===== config.mk =====
export PLATFORM = sky130hd
export DESIGN_NAME = light_conflict_monitor_flat
export DESIGN_NICKNAME = d
export VERILOG_FILES = /design/src/rtl/light_pkg.sv /design/src/rtl/light_conflict_monitor_if.sv /design/src/rtl/light_dir_tracker.sv /design/src/rtl/light_conflict_monitor.sv /design/src/flat_wrapper.sv
export SDC_FILE = /design/constraint.sdc
export NUM_CORES = 1
export LEC_CHECK = 0
export CORE_ASPECT_RATIO = 1.1
export CORE_MARGIN = 3
export CORE_UTILIZATION = 35
export DETAILED_ROUTE_END_ITERATION = 8
export GPL_TIMING_DRIVEN = 0
export SYNTH_ARGS = -nofsm -noshare
export SYNTH_HDL_FRONTEND = slang
export SYNTH_SLANG_ARGS = --single-unit

===== constraint.sdc =====
create_clock -name clk -period 5 [get_ports clk]
set_input_delay 0.5 -clock clk [delete_from_list [all_inputs] [get_ports clk]]
set_output_delay 0.5 -clock clk [all_outputs]
set_load 0.005 [all_outputs]

===== src/rtl/light_pkg.sv =====
// Shared definitions for the light conflict monitor.
// Holds the light-code encodings, fault-code values, FSM state type
// and a one-hot legality helper used by the per-direction trackers.
package light_pkg;

    localparam int unsigned LT_W  = 3;
    localparam int unsigned FLT_W = 3;

    // Light codes: bit 2 = red, bit 1 = yellow, bit 0 = green
    localparam logic [LT_W-1:0] LT_RED = 3'b100;
    localparam logic [LT_W-1:0] LT_YEL = 3'b010;
    localparam logic [LT_W-1:0] LT_GRN = 3'b001;
    localparam logic [LT_W-1:0] LT_OFF = 3'b000;

    // Fault codes, lower value wins when several fire together
    localparam logic [FLT_W-1:0] FLT_NONE     = 3'd0;
    localparam logic [FLT_W-1:0] FLT_ILLEGAL  = 3'd1;
    localparam logic [FLT_W-1:0] FLT_CONFLICT = 3'd2;
    localparam logic [FLT_W-1:0] FLT_SEQ      = 3'd3;
    localparam logic [FLT_W-1:0] FLT_SHORT_Y  = 3'd4;
    localparam logic [FLT_W-1:0] FLT_STUCK    = 3'd5;

    typedef enum logic {
        PASS  = 1'b0,
        FLASH = 1'b1
    } state_e;

    // True for the three legal one-hot codes only
    function automatic logic is_legal(input logic [LT_W-1:0] code);
        return (code == LT_RED) || (code == LT_YEL) || (code == LT_GRN);
    endfunction

endpackage


===== src/rtl/light_conflict_monitor_if.sv =====
// Bus between the traffic controller, the conflict monitor and the lamp drivers.
// Signals:
//   ns_in/ew_in   - light codes from the controller
//   fault_clr     - operator clear pulse
//   ns_out/ew_out - lamp drive codes
//   fault         - monitor is flashing red
//   fault_code    - latched fault cause
// master = controller/operator side, slave = monitor.
interface light_conflict_monitor_if;
    import light_pkg::*;

    logic [LT_W-1:0]  ns_in;
    logic [LT_W-1:0]  ew_in;
    logic             fault_clr;
    logic [LT_W-1:0]  ns_out;
    logic [LT_W-1:0]  ew_out;
    logic             fault;
    logic [FLT_W-1:0] fault_code;

    modport master (
        output ns_in, ew_in, fault_clr,
        input  ns_out, ew_out, fault, fault_code
    );

    modport slave (
        input  ns_in, ew_in, fault_clr,
        output ns_out, ew_out, fault, fault_code
    );

endinterface


===== src/rtl/light_dir_tracker.sv =====
// Per-direction history tracker: previous light code and dwell counter.
// Ports:
//   clk, rst      - clock, synchronous active-high reset
//   restart_i     - force the dwell counter back to 1 (accepted clear)
//   code_i        - current light code for this direction
//   illegal_c_o   - code_i is not one-hot
//   bad_seq_c_o   - R->Y, Y->G or G->R transition
//   short_y_c_o   - Y->R with yellow held fewer than MIN_YELLOW cycles
//   stuck_c_o     - current code held more than MAX_DWELL cycles
// Flags are combinational on code_i; the top level registers the result.
module light_dir_tracker
    import light_pkg::*;
#(
    parameter int unsigned MIN_YELLOW = 3,
    parameter int unsigned MAX_DWELL  = 1000,
    parameter int unsigned CNT_W      = 32
) (
    input  logic            clk,
    input  logic            rst,
    input  logic            restart_i,
    input  logic [LT_W-1:0] code_i,
    output logic            illegal_c_o,
    output logic            bad_seq_c_o,
    output logic            short_y_c_o,
    output logic            stuck_c_o
);

    localparam logic [CNT_W-1:0] DWELL_ONE = CNT_W'(1);
    localparam logic [CNT_W-1:0] DWELL_MAX = CNT_W'(MAX_DWELL);
    localparam logic [CNT_W-1:0] DWELL_SAT = CNT_W'(MAX_DWELL + 1);
    localparam logic [CNT_W-1:0] YEL_MIN   = CNT_W'(MIN_YELLOW);

    logic [LT_W-1:0]  prev_q;
    logic [CNT_W-1:0] dwell_q;
    logic [CNT_W-1:0] dwell_d;

    // dwell_d is the dwell of the current sample; dwell_q that of the previous one
    always_comb begin
        dwell_d     = DWELL_ONE;
        illegal_c_o = 1'b0;
        bad_seq_c_o = 1'b0;
        short_y_c_o = 1'b0;
        stuck_c_o   = 1'b0;

        if (code_i == prev_q) begin
            dwell_d = (dwell_q >= DWELL_SAT) ? DWELL_SAT : dwell_q + DWELL_ONE;
        end

        illegal_c_o = !is_legal(code_i);
        bad_seq_c_o = ((prev_q == LT_RED) && (code_i == LT_YEL)) ||
                      ((prev_q == LT_YEL) && (code_i == LT_GRN)) ||
                      ((prev_q == LT_GRN) && (code_i == LT_RED));
        short_y_c_o = (prev_q == LT_YEL) && (code_i == LT_RED) && (dwell_q < YEL_MIN);
        stuck_c_o   = (dwell_d > DWELL_MAX);
    end

    // History keeps tracking the inputs in every state
    always_ff @(posedge clk) begin
        if (rst) begin
            prev_q  <= LT_RED;
            dwell_q <= DWELL_ONE;
        end else begin
            prev_q  <= code_i;
            dwell_q <= restart_i ? DWELL_ONE : dwell_d;
        end
    end

endmodule


===== src/rtl/light_conflict_monitor.sv =====
// Safety monitor between the traffic light controller and the lamp drivers.
// Passes legal NS/EW codes through with one cycle of latency; on any
// illegal, conflicting, out-of-sequence, short-yellow or stuck condition it
// latches a fault code and flashes red on both directions until an
// operator clear arrives while both inputs are red.
// Ports:
//   clk, rst - clock, synchronous active-high reset
//   bus      - slave side of light_conflict_monitor_if (codes, clear, lamps, fault)
module light_conflict_monitor
    import light_pkg::*;
#(
    parameter int unsigned MIN_YELLOW = 3,
    parameter int unsigned MAX_DWELL  = 1000,
    parameter int unsigned FLASH_HALF = 50,
    parameter int unsigned CNT_W      = 32
) (
    input  logic                     clk,
    input  logic                     rst,
    light_conflict_monitor_if.slave  bus
);

    localparam logic [CNT_W-1:0] FLASH_ONE = CNT_W'(1);
    localparam logic [CNT_W-1:0] FLASH_END = CNT_W'(FLASH_HALF);

    state_e           state_q;
    logic [LT_W-1:0]  ns_out_q;
    logic [LT_W-1:0]  ew_out_q;
    logic             fault_q;
    logic [FLT_W-1:0] fault_code_q;
    logic [CNT_W-1:0] flash_cnt_q;

    logic ns_ill_c, ns_seq_c, ns_short_c, ns_stuck_c;
    logic ew_ill_c, ew_seq_c, ew_short_c, ew_stuck_c;
    logic conflict_c;
    logic clear_ok_c;
    logic restart_c;
    logic [FLT_W-1:0] fault_sel_c;

    assign clear_ok_c = bus.fault_clr && (bus.ns_in == LT_RED) && (bus.ew_in == LT_RED);
    assign restart_c  = (state_q == FLASH) && clear_ok_c;
    assign conflict_c = (bus.ns_in != LT_RED) && (bus.ew_in != LT_RED);

    light_dir_tracker #(
        .MIN_YELLOW (MIN_YELLOW),
        .MAX_DWELL  (MAX_DWELL),
        .CNT_W      (CNT_W)
    ) u_ns (
        .clk         (clk),
        .rst         (rst),
        .restart_i   (restart_c),
        .code_i      (bus.ns_in),
        .illegal_c_o (ns_ill_c),
        .bad_seq_c_o (ns_seq_c),
        .short_y_c_o (ns_short_c),
        .stuck_c_o   (ns_stuck_c)
    );

    light_dir_tracker #(
        .MIN_YELLOW (MIN_YELLOW),
        .MAX_DWELL  (MAX_DWELL),
        .CNT_W      (CNT_W)
    ) u_ew (
        .clk         (clk),
        .rst         (rst),
        .restart_i   (restart_c),
        .code_i      (bus.ew_in),
        .illegal_c_o (ew_ill_c),
        .bad_seq_c_o (ew_seq_c),
        .short_y_c_o (ew_short_c),
        .stuck_c_o   (ew_stuck_c)
    );

    // Priority encoder: lowest fault code wins
    always_comb begin
        fault_sel_c = FLT_NONE;
        if (ns_ill_c || ew_ill_c) begin
            fault_sel_c = FLT_ILLEGAL;
        end else if (conflict_c) begin
            fault_sel_c = FLT_CONFLICT;
        end else if (ns_seq_c || ew_seq_c) begin
            fault_sel_c = FLT_SEQ;
        end else if (ns_short_c || ew_short_c) begin
            fault_sel_c = FLT_SHORT_Y;
        end else if (ns_stuck_c || ew_stuck_c) begin
            fault_sel_c = FLT_STUCK;
        end
    end

    // Monitor FSM with registered lamp outputs and flash phase counter
    always_ff @(posedge clk) begin
        if (rst) begin
            state_q      <= PASS;
            ns_out_q     <= LT_RED;
            ew_out_q     <= LT_RED;
            fault_q      <= 1'b0;
            fault_code_q <= FLT_NONE;
            flash_cnt_q  <= FLASH_ONE;
        end else begin
            case (state_q)
                PASS: begin
                    if (fault_sel_c != FLT_NONE) begin
                        state_q      <= FLASH;
                        ns_out_q     <= LT_RED;
                        ew_out_q     <= LT_RED;
                        fault_q      <= 1'b1;
                        fault_code_q <= fault_sel_c;
                        flash_cnt_q  <= FLASH_ONE;
                    end else begin
                        ns_out_q <= bus.ns_in;
                        ew_out_q <= bus.ew_in;
                    end
                end
                FLASH: begin
                    if (clear_ok_c) begin
                        state_q      <= PASS;
                        ns_out_q     <= bus.ns_in;
                        ew_out_q     <= bus.ew_in;
                        fault_q      <= 1'b0;
                        fault_code_q <= FLT_NONE;
                    end else if (flash_cnt_q >= FLASH_END) begin
                        // Phase complete: toggle between red and dark
                        ns_out_q    <= (ns_out_q == LT_RED) ? LT_OFF : LT_RED;
                        ew_out_q    <= (ew_out_q == LT_RED) ? LT_OFF : LT_RED;
                        flash_cnt_q <= FLASH_ONE;
                    end else begin
                        flash_cnt_q <= flash_cnt_q + FLASH_ONE;
                    end
                end
                default: begin
                    state_q <= PASS;
                end
            endcase
        end
    end

    assign bus.ns_out     = ns_out_q;
    assign bus.ew_out     = ew_out_q;
    assign bus.fault      = fault_q;
    assign bus.fault_code = fault_code_q;

endmodule


===== src/flat_wrapper.sv =====
// flat-port wrapper written by rule: the top's interface ports become plain ports
module light_conflict_monitor_flat import light_pkg::*;
#(
    parameter int unsigned MIN_YELLOW = 3,
    parameter int unsigned MAX_DWELL  = 1000,
    parameter int unsigned FLASH_HALF = 50,
    parameter int unsigned CNT_W      = 32
)
  (clk, rst, bus_ns_in, bus_ew_in, bus_fault_clr, bus_ns_out, bus_ew_out, bus_fault, bus_fault_code);
  light_conflict_monitor_if bus_i ();
  input  logic clk;
  input  logic rst;
  input wire logic [$bits(bus_i.ns_in)-1:0] bus_ns_in;
  input wire logic [$bits(bus_i.ew_in)-1:0] bus_ew_in;
  input wire logic [$bits(bus_i.fault_clr)-1:0] bus_fault_clr;
  output wire logic [$bits(bus_i.ns_out)-1:0] bus_ns_out;
  output wire logic [$bits(bus_i.ew_out)-1:0] bus_ew_out;
  output wire logic [$bits(bus_i.fault)-1:0] bus_fault;
  output wire logic [$bits(bus_i.fault_code)-1:0] bus_fault_code;
  assign bus_i.ns_in = bus_ns_in;
  assign bus_i.ew_in = bus_ew_in;
  assign bus_i.fault_clr = bus_fault_clr;
  assign bus_ns_out = bus_i.ns_out;
  assign bus_ew_out = bus_i.ew_out;
  assign bus_fault = bus_i.fault;
  assign bus_fault_code = bus_i.fault_code;
  light_conflict_monitor #(.MIN_YELLOW(MIN_YELLOW), .MAX_DWELL(MAX_DWELL), .FLASH_HALF(FLASH_HALF), .CNT_W(CNT_W)) u_core (.clk(clk), .rst(rst), .bus(bus_i));
endmodule

==> out/qor.csv <==
stage,metric,value,unit
final_layout,nets,524,
floorplan,coreArea,11700,um^2
final_layout,syn_to_final_growth,24.1,%
cts,ctsResizeCount,0,
placement,dp_hpwl,5890,um
sta,slew_viol_final,0,
final_layout,final_cell_count_no_fill,670,
final_layout,finish.utilization,0.456,
cts,post_cts_buffers,0,
critical_path,cp_data_arrival_time,3.39,ns
global_routing,gr-usage-all-layers,0.129,
placement,dp_cells,638,
synth,syn_inst,433,
final_layout,num_antenna_cells,0,
hold_path,hold_path.class,in -> reg,
synth,synth-seq-cells,113,
sta,holdWs,0.432,ns
sta,maxSlewHeadroom,0.515,
global_routing,grt_pass1_vias,3152,
route,dr.pass1.iters,4,
final_layout,layout-drive-gt1-share,0.115,
cts,clk_latency,0.40,ns
synth,synth_flop_cell,dfxtp_1,
power_and_ir_drop,leakagePower,2.09,nW
critical_path,worstSetupEndpointType,register,
route,drcViolationCount,0,
synth,async_reset_ff_frac,0,
final_layout,multi_input_area,2070,um^2
floorplan,die_area,13700,um^2
placement,routabilityCongestion,0.808,
synth,ys_seq_area_frac,0.524,
cts,cts.sinks,113,
final_layout,layout_common_cells,"113 x dfxtp_1, 44 x conb_1, 30 x and2_1",
status,status,"finished, final reports clean",
cts,clock_path_buffers,2,
synth,synthDistinctLibCells,64,
floorplan,ios,19,
power_and_ir_drop,power.density,405,nW/um^2
floorplan,die_h,123,um
global_routing,grt_pass1_wl,14300,um
sta,finClkSkew,0.00764,ns
sta,finalSetupViolCount,0,
cts,htree_levels,4,
sta,worst_pin_slew,0.726,ns
sta,final.period_utilization,0.625,
synth,netlist_area,4320,um^2
sta,fmax,0.320,GHz
global_routing,grt_overflow,0,
flow_run,max_cap_violations,0,
route,drt_iter0_markers,127,
global_routing,grt_max_degree,17,
route,antenna_left,0,
global_routing,antenna_found_initial,0,
route,drt-total-wl,8250,um
sta,fin_crit,3.13,ns
floorplan,die_x,112,um
critical_path,r2r_slack,1.87,ns
critical_path,start_kind,register,
cts,cts_tree,yes,
placement,io_buffers,12,
final_layout,ff_latch_area,2260,um^2
route,avgRoutedWirePerCell,12.3,um
final_layout,fillCellCount,1129,
critical_path,crit_path_max_fanout,10,
sta,fin_tns_setup,0,ns
critical_path,crit_type,reg -> reg,
floorplan,start_util,0.368,
floorplan,placementRows,41,
route,vias,3242,
cts,cts_root_buf,clkbuf_16,
route,viasPerCell,4.84,
power_and_ir_drop,peakVddDrop,0.219,mV
cts,numCtsBuffers,17,
synth,synth.avg_cell_area,9.97,um^2
synth,synth_edf_count,0,
sta,final-hold-violation-count,0,
critical_path,cp_data_required_time,5.26,ns
cts,hold_buffers,0,
sta,rsz0062_at_grt,false,
synth,ys_warn_count,0,
cts,clk_pin_slew_worst_paths,0.05,ns
final_layout,final_common_cell,dfxtp_1,
==> stage by stage <==
step	power, mW	setup slack, ns	area, um^2
detailed placement	1.06	1.78	4790
global placement	1.06	1.80	4790
global route	2.26	1.72	5360
finish	2.17	1.87	5360
floorplan	1.03	2.41	4480
CTS	2.19	1.91	5360
==> cell families (layout without fill, tap and decap cells) <==
logic type	after synthesis	after routing	share of synthesized area
AOI/OAI and AO/OA	74	74	0.129
xor gates and xnor gates	19	19	0.0385
adders and majority gates	8	8	0.0232
buffers and inverters	30	74	0.0336
DFF	113	113	0.524
muxes	1	1	0.00232
other	1	44	0.000868
and+or+nand+nor	187	187	0.249
==> report_power, final <==
group	switching, mW	internal [mW]
combinational	0.0511	0.0406
sequential	0.0179	0.933
clock	0.426	0.701
total	0.495	1.67
==> cell usage after synthesis, types with 3 or more instances <==
library cell  count  area share
a211oi_1          3      0.0052
a21o_1            5      0.0087
a21oi_1          24       0.028
a22oi_1           5      0.0087
a31oi_1           4      0.0058
and2_1           30       0.043
and3_1            6      0.0087
buf_2             4      0.0046
buf_4             3      0.0052
clkbuf_1         11      0.0096
dfxtp_1         113        0.52
ha_1              8       0.023
inv_1             9      0.0078
nand2_1          20       0.017
nand2b_1          3      0.0043
nand3_1          16       0.019
nand4_1          11       0.016
nor2_1           29       0.025
nor2b_1           7       0.010
nor3_1           10       0.012
nor4_1           25       0.036
nor4b_1           5       0.010
nor4bb_1          4      0.0093
o21ai_0           7      0.0081
or2_2             3      0.0043
xnor2_1          12       0.024
xor2_1            7       0.014
==> area by class of cell <==
class / count / area share
flip-flops and latches: 113 / 0.422
clock inverters: 14 / 0.0247
repair buffers: 12 / 0.0224
clock buffers: 18 / 0.0819
well taps: 150 / 0.0350
multi-input cells: 333 / 0.387
plain buffers: 21 / 0.0208
inverters: 9 / 0.00630
==> worst max-delay path, stage by stage (launching register included) <==
cell,delay [ns]
dfxtp_1,0.49
inv_1,0.11
ha_1,0.18
or3b_1,0.35
a21o_1,0.20
a211oi_2,0.61
o31a_1,0.35
o22a_2,0.21
nand2_2,0.06
o41ai_2,0.33
a211oi_1,0.10
==> path summary, 6_finish.rpt <==
kind | end | startpoint | cells past startpoint
setup / recovery | u_core.bus.fault$_SDFFE_PP0P_ | u_core.u_ns.dwell_q[1]$_SDFF_PP0_ | 10
hold / removal | u_core.u_ns.prev_q[2]$_SDFF_PP1_ | bus_ns_in[2] | 2
setup reg to reg | u_core.bus.fault$_SDFFE_PP0P_ | u_core.u_ns.dwell_q[1]$_SDFF_PP0_ | 10
hold reg to reg | u_core.u_ew.dwell_q[0]$_SDFF_PP1_ | u_core.u_ew.dwell_q[0]$_SDFF_PP1_ | 1
==> registers in the layout (all words and copies together), names as in the netlist, 3 cells and up <==
register               flops
u_core.u_ns.dwell_q       32
u_core.bus.fault_code      3
u_core.u_ns.prev_q         3
u_core.flash_cnt_q        32
u_core.bus.ns_out          3
u_core.u_ew.prev_q         3
u_core.bus.ew_out          3
u_core.u_ew.dwell_q       32
==> routing by layer <==
layer / vias up / share of wire / track usage
met4: 0 / 0.0076 / 0.0540
met1: 1532 / 0.47 / 0.151
met2: 39 / 0.49 / 0.217
li1: 1665 / - / -
met5: - / 0 / 0
met3: 6 / 0.030 / 0.0444
Note: power is estimated with default switching activity, not from simulation.
